==> config.mk <==
export PLATFORM = sky130hd
export DESIGN_NAME = stack_arbiter_flat
export DESIGN_NICKNAME = d
export VERILOG_FILES = /design/src/rtl/stack_arbiter_if.sv /design/src/rtl/stack_arbiter.sv /design/src/flat_wrapper.sv
export SDC_FILE = /design/constraint.sdc
export NUM_CORES = 1
export LEC_CHECK = 0
export BUFFER_PORTS_ARGS = -buffer_cell sky130_fd_sc_hd__buf_2
export CORE_MARGIN = 2
export CORE_UTILIZATION = 45
export CTS_BUF_LIST = sky130_fd_sc_hd__clkbuf_16
export DETAILED_ROUTE_END_ITERATION = 8
export HOLD_SLACK_MARGIN = 0.06
export PLACE_DENSITY = 0.85
export SLEW_MARGIN = 10
export SYNTH_ARGS = -nofsm -noshare
export SYNTH_HDL_FRONTEND = slang
export SYNTH_SLANG_ARGS = --single-unit
==> constraint.sdc <==
create_clock -name clk -period 2.3 [get_ports clk]
set_clock_uncertainty 0.2 [all_clocks]
set_input_delay 0.23 -clock clk [delete_from_list [all_inputs] [get_ports clk]]
set_output_delay 0.23 -clock clk [all_outputs]
set_load 0.03 [all_outputs]
==> src/rtl/stack_arbiter_if.sv <==
// Handshake and stack-side signal bundle for stack_arbiter.
// The master modport is the requester/stack environment; slave is the arbiter.
interface stack_arbiter_if #(parameter int width = 8);
  logic             req0;
  logic             req1;
  logic             op0;
  logic             op1;
  logic [width-1:0] wdata0;
  logic [width-1:0] wdata1;
  logic             ack0;
  logic             ack1;
  logic             err0;
  logic             err1;
  logic [width-1:0] rdata;
  logic             busy;
  logic [7:0]       err_cnt;
  logic             stk_en;
  logic             stk_c;
  logic [width-1:0] stk_push;
  logic [width-1:0] stk_peek;
  logic             stk_full;
  logic             stk_not_empty;

  modport master (
    output req0, req1, op0, op1, wdata0, wdata1, stk_peek, stk_full, stk_not_empty,
    input  ack0, ack1, err0, err1, rdata, busy, err_cnt, stk_en, stk_c, stk_push
  );

  modport slave (
    input  req0, req1, op0, op1, wdata0, wdata1, stk_peek, stk_full, stk_not_empty,
    output ack0, ack1, err0, err1, rdata, busy, err_cnt, stk_en, stk_c, stk_push
  );
endinterface

==> src/rtl/stack_arbiter.sv <==
// Two-requester arbiter/sequencer for the hardware stack: one grant at a time, one-cycle stack strobe.
// Optional macro STACK_ARB_RR_EN selects round-robin arbitration; default is fixed priority (requester 0).
module stack_arbiter #(
  parameter int width = 8
) (
  input  logic            clk,
  input  logic            clr_n,
  stack_arbiter_if.slave  bus
);

  typedef enum logic [1:0] {
    S_IDLE   = 2'd0,
    S_ISSUE  = 2'd1,
    S_SETTLE = 2'd2,
    S_RESP   = 2'd3
  } state_t;

  state_t           r_state;
  state_t           w_next;
  logic             r_op;
  logic             r_id;
  logic             r_err;
  logic [width-1:0] r_hold;
`ifdef STACK_ARB_RR_EN
  logic             r_last;
`endif

  logic             w_gnt;
  logic             w_gnt_id;
  logic             w_gnt_op;
  logic             w_gnt_err;
  logic [width-1:0] w_gnt_wdata;
  logic             w_resp;
  logic             w_resp_id;
  logic             w_resp_err;
  logic             w_resp_pop_ok;

  // Winner selection and overflow/underflow pre-check against the stack's current flags
  always_comb begin
    w_gnt_id = 1'b0;
    if (bus.req0 && bus.req1) begin
`ifdef STACK_ARB_RR_EN
      w_gnt_id = ~r_last;
`else
      w_gnt_id = 1'b0;
`endif
    end else if (bus.req1) begin
      w_gnt_id = 1'b1;
    end else begin
      w_gnt_id = 1'b0;
    end
    w_gnt       = (r_state == S_IDLE) && (bus.req0 || bus.req1);
    w_gnt_op    = w_gnt_id ? bus.op1 : bus.op0;
    w_gnt_wdata = w_gnt_id ? bus.wdata1 : bus.wdata0;
    w_gnt_err   = w_gnt_op ? bus.stk_full : ~bus.stk_not_empty;
  end

  // Next-state logic plus the id/error that accompany the response pulse
  always_comb begin
    w_next        = r_state;
    w_resp_id     = r_id;
    w_resp_err    = r_err;
    w_resp_pop_ok = 1'b0;
    case (r_state)
      S_IDLE: begin
        if (w_gnt) begin
          w_next     = w_gnt_err ? S_RESP : S_ISSUE;
          w_resp_id  = w_gnt_id;
          w_resp_err = w_gnt_err;
        end else begin
          w_next = S_IDLE;
        end
      end
      S_ISSUE:  w_next = S_SETTLE;
      S_SETTLE: begin
        w_next        = S_RESP;
        w_resp_pop_ok = ~r_op;
      end
      S_RESP:   w_next = S_IDLE;
      default:  w_next = S_IDLE;
    endcase
  end

  assign w_resp = (w_next == S_RESP);

  // State, latched request and all registered outputs; outputs are loaded from the next state
  always_ff @(posedge clk or negedge clr_n) begin
    if (!clr_n) begin
      r_state      <= S_IDLE;
      r_op         <= 1'b0;
      r_id         <= 1'b0;
      r_err        <= 1'b0;
      r_hold       <= {width{1'b0}};
`ifdef STACK_ARB_RR_EN
      r_last       <= 1'b1;
`endif
      bus.ack0     <= 1'b0;
      bus.ack1     <= 1'b0;
      bus.err0     <= 1'b0;
      bus.err1     <= 1'b0;
      bus.rdata    <= {width{1'b0}};
      bus.busy     <= 1'b0;
      bus.err_cnt  <= 8'd0;
      bus.stk_en   <= 1'b0;
      bus.stk_c    <= 1'b0;
      bus.stk_push <= {width{1'b0}};
    end else begin
      r_state <= w_next;
      if (w_gnt) begin
        r_op  <= w_gnt_op;
        r_id  <= w_gnt_id;
        r_err <= w_gnt_err;
        if (!w_gnt_op) begin
          r_hold <= bus.stk_peek;
        end
`ifdef STACK_ARB_RR_EN
        r_last <= w_gnt_id;
`endif
      end
      bus.stk_en <= (w_next == S_ISSUE);
      bus.stk_c  <= (w_next == S_ISSUE) && w_gnt_op;
      if ((w_next == S_ISSUE) && w_gnt_op) begin
        bus.stk_push <= w_gnt_wdata;
      end
      bus.busy <= (w_next != S_IDLE);
      bus.ack0 <= w_resp && !w_resp_id;
      bus.ack1 <= w_resp && w_resp_id;
      bus.err0 <= w_resp && !w_resp_id && w_resp_err;
      bus.err1 <= w_resp && w_resp_id && w_resp_err;
      // Holding register only moves on a successful pop, so rdata stays valid until the next one
      if (w_resp && w_resp_pop_ok) begin
        bus.rdata <= r_hold;
      end
      if (w_resp && w_resp_err && (bus.err_cnt != 8'hFF)) begin
        bus.err_cnt <= bus.err_cnt + 8'd1;
      end
    end
  end

endmodule

==> src/flat_wrapper.sv <==
// flat-port wrapper written by rule: the top's interface ports become plain ports
module stack_arbiter_flat 
#(
  parameter int width = 8
)
  (clk, clr_n, bus_req0, bus_req1, bus_op0, bus_op1, bus_wdata0, bus_wdata1, bus_stk_peek, bus_stk_full, bus_stk_not_empty, bus_ack0, bus_ack1, bus_err0, bus_err1, bus_rdata, bus_busy, bus_err_cnt, bus_stk_en, bus_stk_c, bus_stk_push);
  stack_arbiter_if #(.width(width)) bus_i ();
  input  logic clk;
  input  logic clr_n;
  input wire logic [$bits(bus_i.req0)-1:0] bus_req0;
  input wire logic [$bits(bus_i.req1)-1:0] bus_req1;
  input wire logic [$bits(bus_i.op0)-1:0] bus_op0;
  input wire logic [$bits(bus_i.op1)-1:0] bus_op1;
  input wire logic [$bits(bus_i.wdata0)-1:0] bus_wdata0;
  input wire logic [$bits(bus_i.wdata1)-1:0] bus_wdata1;
  input wire logic [$bits(bus_i.stk_peek)-1:0] bus_stk_peek;
  input wire logic [$bits(bus_i.stk_full)-1:0] bus_stk_full;
  input wire logic [$bits(bus_i.stk_not_empty)-1:0] bus_stk_not_empty;
  output wire logic [$bits(bus_i.ack0)-1:0] bus_ack0;
  output wire logic [$bits(bus_i.ack1)-1:0] bus_ack1;
  output wire logic [$bits(bus_i.err0)-1:0] bus_err0;
  output wire logic [$bits(bus_i.err1)-1:0] bus_err1;
  output wire logic [$bits(bus_i.rdata)-1:0] bus_rdata;
  output wire logic [$bits(bus_i.busy)-1:0] bus_busy;
  output wire logic [$bits(bus_i.err_cnt)-1:0] bus_err_cnt;
  output wire logic [$bits(bus_i.stk_en)-1:0] bus_stk_en;
  output wire logic [$bits(bus_i.stk_c)-1:0] bus_stk_c;
  output wire logic [$bits(bus_i.stk_push)-1:0] bus_stk_push;
  assign bus_i.req0 = bus_req0;
  assign bus_i.req1 = bus_req1;
  assign bus_i.op0 = bus_op0;
  assign bus_i.op1 = bus_op1;
  assign bus_i.wdata0 = bus_wdata0;
  assign bus_i.wdata1 = bus_wdata1;
  assign bus_i.stk_peek = bus_stk_peek;
  assign bus_i.stk_full = bus_stk_full;
  assign bus_i.stk_not_empty = bus_stk_not_empty;
  assign bus_ack0 = bus_i.ack0;
  assign bus_ack1 = bus_i.ack1;
  assign bus_err0 = bus_i.err0;
  assign bus_err1 = bus_i.err1;
  assign bus_rdata = bus_i.rdata;
  assign bus_busy = bus_i.busy;
  assign bus_err_cnt = bus_i.err_cnt;
  assign bus_stk_en = bus_i.stk_en;
  assign bus_stk_c = bus_i.stk_c;
  assign bus_stk_push = bus_i.stk_push;
  stack_arbiter #(.width(width)) u_core (.clk(clk), .clr_n(clr_n), .bus(bus_i));
endmodule
==> out/results.ini <==
[synth]
yosys.area.top_type = dfrtp_1
synth_fp_nets = 190
ys.flop_type = dfrtp_1
synth.most_common_cell = dfrtp_1
synthTopCellsByArea = dfrtp_1 (57%), mux2_4 (6.2%), mux2_2 (5.2%), mux2i_1 (4.1%), nand2_1 (2.7%)
avgSynthCellArea_um2 = 12.6
yosysSeqAreaShare = 0.570
synth_top_area_share = 0.570
synthTopCellsByCount = dfrtp_1 (44), nand2_1 (14), mux2_2 (9), o21ai_0 (9)
synth_warnings = 0
ys_types = 35
synth-seq-cells = 44
synth_edf_count = 0
synthArstFlopShare = 1.00
syn_area_um2 = 1930
synthCells = 154

[timing]
finalSetupViolCount = 0
tightest_slew_ns = 0.732
fin_crit_ns = 2.18
relSlewSlack = 0.512
timing.final.crit_share = 0.948
slew_violations = 0
fmax_mhz = 459
hold_viol = 0
rsz0062_at_grt = no
fin_setup_tns_ns = 0
setup_ws_ns = 0.120

[clock_network]
cts.sinks = 44
cts_htree_levels = 2
cts_buffer_depth = 2
path_clk_slew_ns = 0.06
cts_buffers = 5
post_cts_buffers = 0
clk_latency_ns = 0.28
cts_tree = done
root_buffer = clkbuf_16

[drt]
ant_nets = 0
firstDrtPassIters = 4
vias = 1378
drc = 0
wl_per_cell_um = 12.9
vias_per_cell = 4.84
first_iter_violations = 38
drt_wl_total_mm = 3.68

[worst_setup_path]
r2r_end = u_core.bus.err_cnt[1]
crit_path_top_delay_cell = dfrtp_1
critPathCaptureType = register
cp_cell_sequence = inv_1 > ha_1 > o21a_2 > nand2b_1 > or2_1 > a211oi_2 > buf_4 > mux2_1
critPathRequiredTime_ns = 2.25
critPathKind = reg -> reg
crit_buf_inv = 2
critPathLaunchType = register
path_max_fanout = 6
crit_path_end = u_core.bus.err_cnt[1]
critical_path_cell_count = 8
reg2reg_setup_slack_ns = 0.12
r2r_start = u_core.r_state[1]
path_delay_family = simple AND/OR/NAND/NOR gates
max_stage_delay_ns = 0.35
critPathLaunch = u_core.r_state[1]
arrival_ns = 2.13
reg2regPathDepth = 8

[floorplan]
core_area_um2 = 4060
rows = 23
start_util = 0.476
io_pins = 63
die_width_um = 69.5
die_area_um2 = 4840
die_y_um = 69.5

[grt]
grt_util_met2 = 0.279
antenna_found_initial = 0
grt-busiest-layer = met2
grt_pass1_vias = 1400
grt_overflow = 0
grt_pass1_wl_mm = 6.53
grt_use_total = 0.167
grt_util_met1 = 0.220
use_met3 = 0.0422
grt_max_degree = 35

[finish]
layout.cells.non_filler = 285
drive_gt1_frac = 0.413
n_fill_cell = 338
nets = 270
diodes = 0
areaGrowthSynthToFinish_pct = 34.2
final_area_um2 = 2590

[placed_design]
port_buffers = 62
gp_congestion = 0.773
dpl.hpwl_mm = 2.56
post_dp_cell_area_um2 = 2320
place_ws_ns = 0.0687
dp_cells = 266

[pwr]
totalPowerFinal_w = 0.00358
peakVddDrop_mv = 0.787
cellLeakagePower_nw = 1.36
p_per_area_nw_per_um2 = 1380

[hold_path]
hold_class = in -> reg

[flow_run]
max-cap-violations = 0

[run_status]
status = completed

[sequential cells by signal, indices dropped and copies added, names as in the netlist]
name                 count
u_core.r_state           2
u_core.bus.err0          1
u_core.bus.stk_c         1
u_core.bus.ack1          1
u_core.bus.stk_push      8
u_core.r_err             1
u_core.bus.rdata         8
u_core.r_op              1
u_core.r_hold            8
u_core.bus.stk_en        1
u_core.bus.busy          1
u_core.r_id              1
u_core.bus.ack0          1
u_core.bus.err_cnt       8
u_core.bus.err1          1
[metal layers]
layer  up-vias  share of wire
met5         -              0
met4         0         0.0073
met3         4          0.064
met2        45           0.46
met1       636           0.46
li1        693              -
[layout by cell type (no fill, tap or decap), types with 5 or more instances in the layout]
cell	n
buf_2	62
dfrtp_1	44
nand2_1	14
dlygate4sd3_1	11
o21ai_0	9
mux2_2	9
nor2_1	8
mux2i_1	8
mux2_4	8
inv_1	7
clkbuf_16	5
[tightest hold or removal path: stages]
cell and delay [ns]:
buf_2 0.08, mux2i_1 0.05, o21ai_0 0.14
[metrics by stage]
step / utilization / hold slack (ns)
6_report: 0.640 / 0.0650
5_1_grt: 0.640 / 0.0718
4_1_cts: 0.639 / 0.0639
3_5_place_dp: 0.571 / 0.135
3_3_place_gp: 0.571 / 0.128
2_1_floorplan: - / -0.266
[logic make-up after synthesis]
family,Yosys count,synth area share
AOI/OAI and AO/OA,25,0.0893
xor gates and xnor gates,5,0.0227
adders and majority gates,4,0.0259
buffers and inverters,10,0.0278
DFF,44,0.570
muxes,26,0.162
and+or+nand+nor,40,0.103
[power by group]
group          internal (W)  leakage [nW]  switching, W
Sequential          0.00111         0.553      0.000176
Clock              0.000506        0.0850      0.000267
Combinational      0.000594         0.721      0.000932
[layout make-up]
type                       instances  area [µm²]  share of cell area
timing repair buffer              77         463               0.178
tap                               50        62.6              0.0241
clock buffer                       5         125              0.0482
clock inverter                     3        38.8              0.0149
sequential                        44        1100               0.424
inverter                           6        22.5             0.00868
multi-input combinational        100         782               0.301
[what timing repair did]
| action | 4_1_cts | 5_1_grt |
|---|---|---|
| endpoints found under the setup margin | 0 | 13 |
| hold buffers | 11 | 0 |
| gates resized for setup | 0 | 2 |
| endpoints found under the hold margin | 42 | 0 |
[worst min path at each step]
stage,startpoint,end,depth (start not counted)
3_3_place_gp,clr_n,u_core.bus.stk_push[6],1
5_1_grt,bus_wdata1[6],u_core.bus.stk_push[6],3
3_5_place_dp,clr_n,u_core.bus.busy,1
2_1_floorplan,clr_n,u_core.bus.ack0,0
6_report,bus_wdata1[0],u_core.bus.stk_push[0],3
4_1_cts,bus_wdata1[7],u_core.bus.stk_push[7],3
Note: power is estimated with default switching activity, not from simulation.
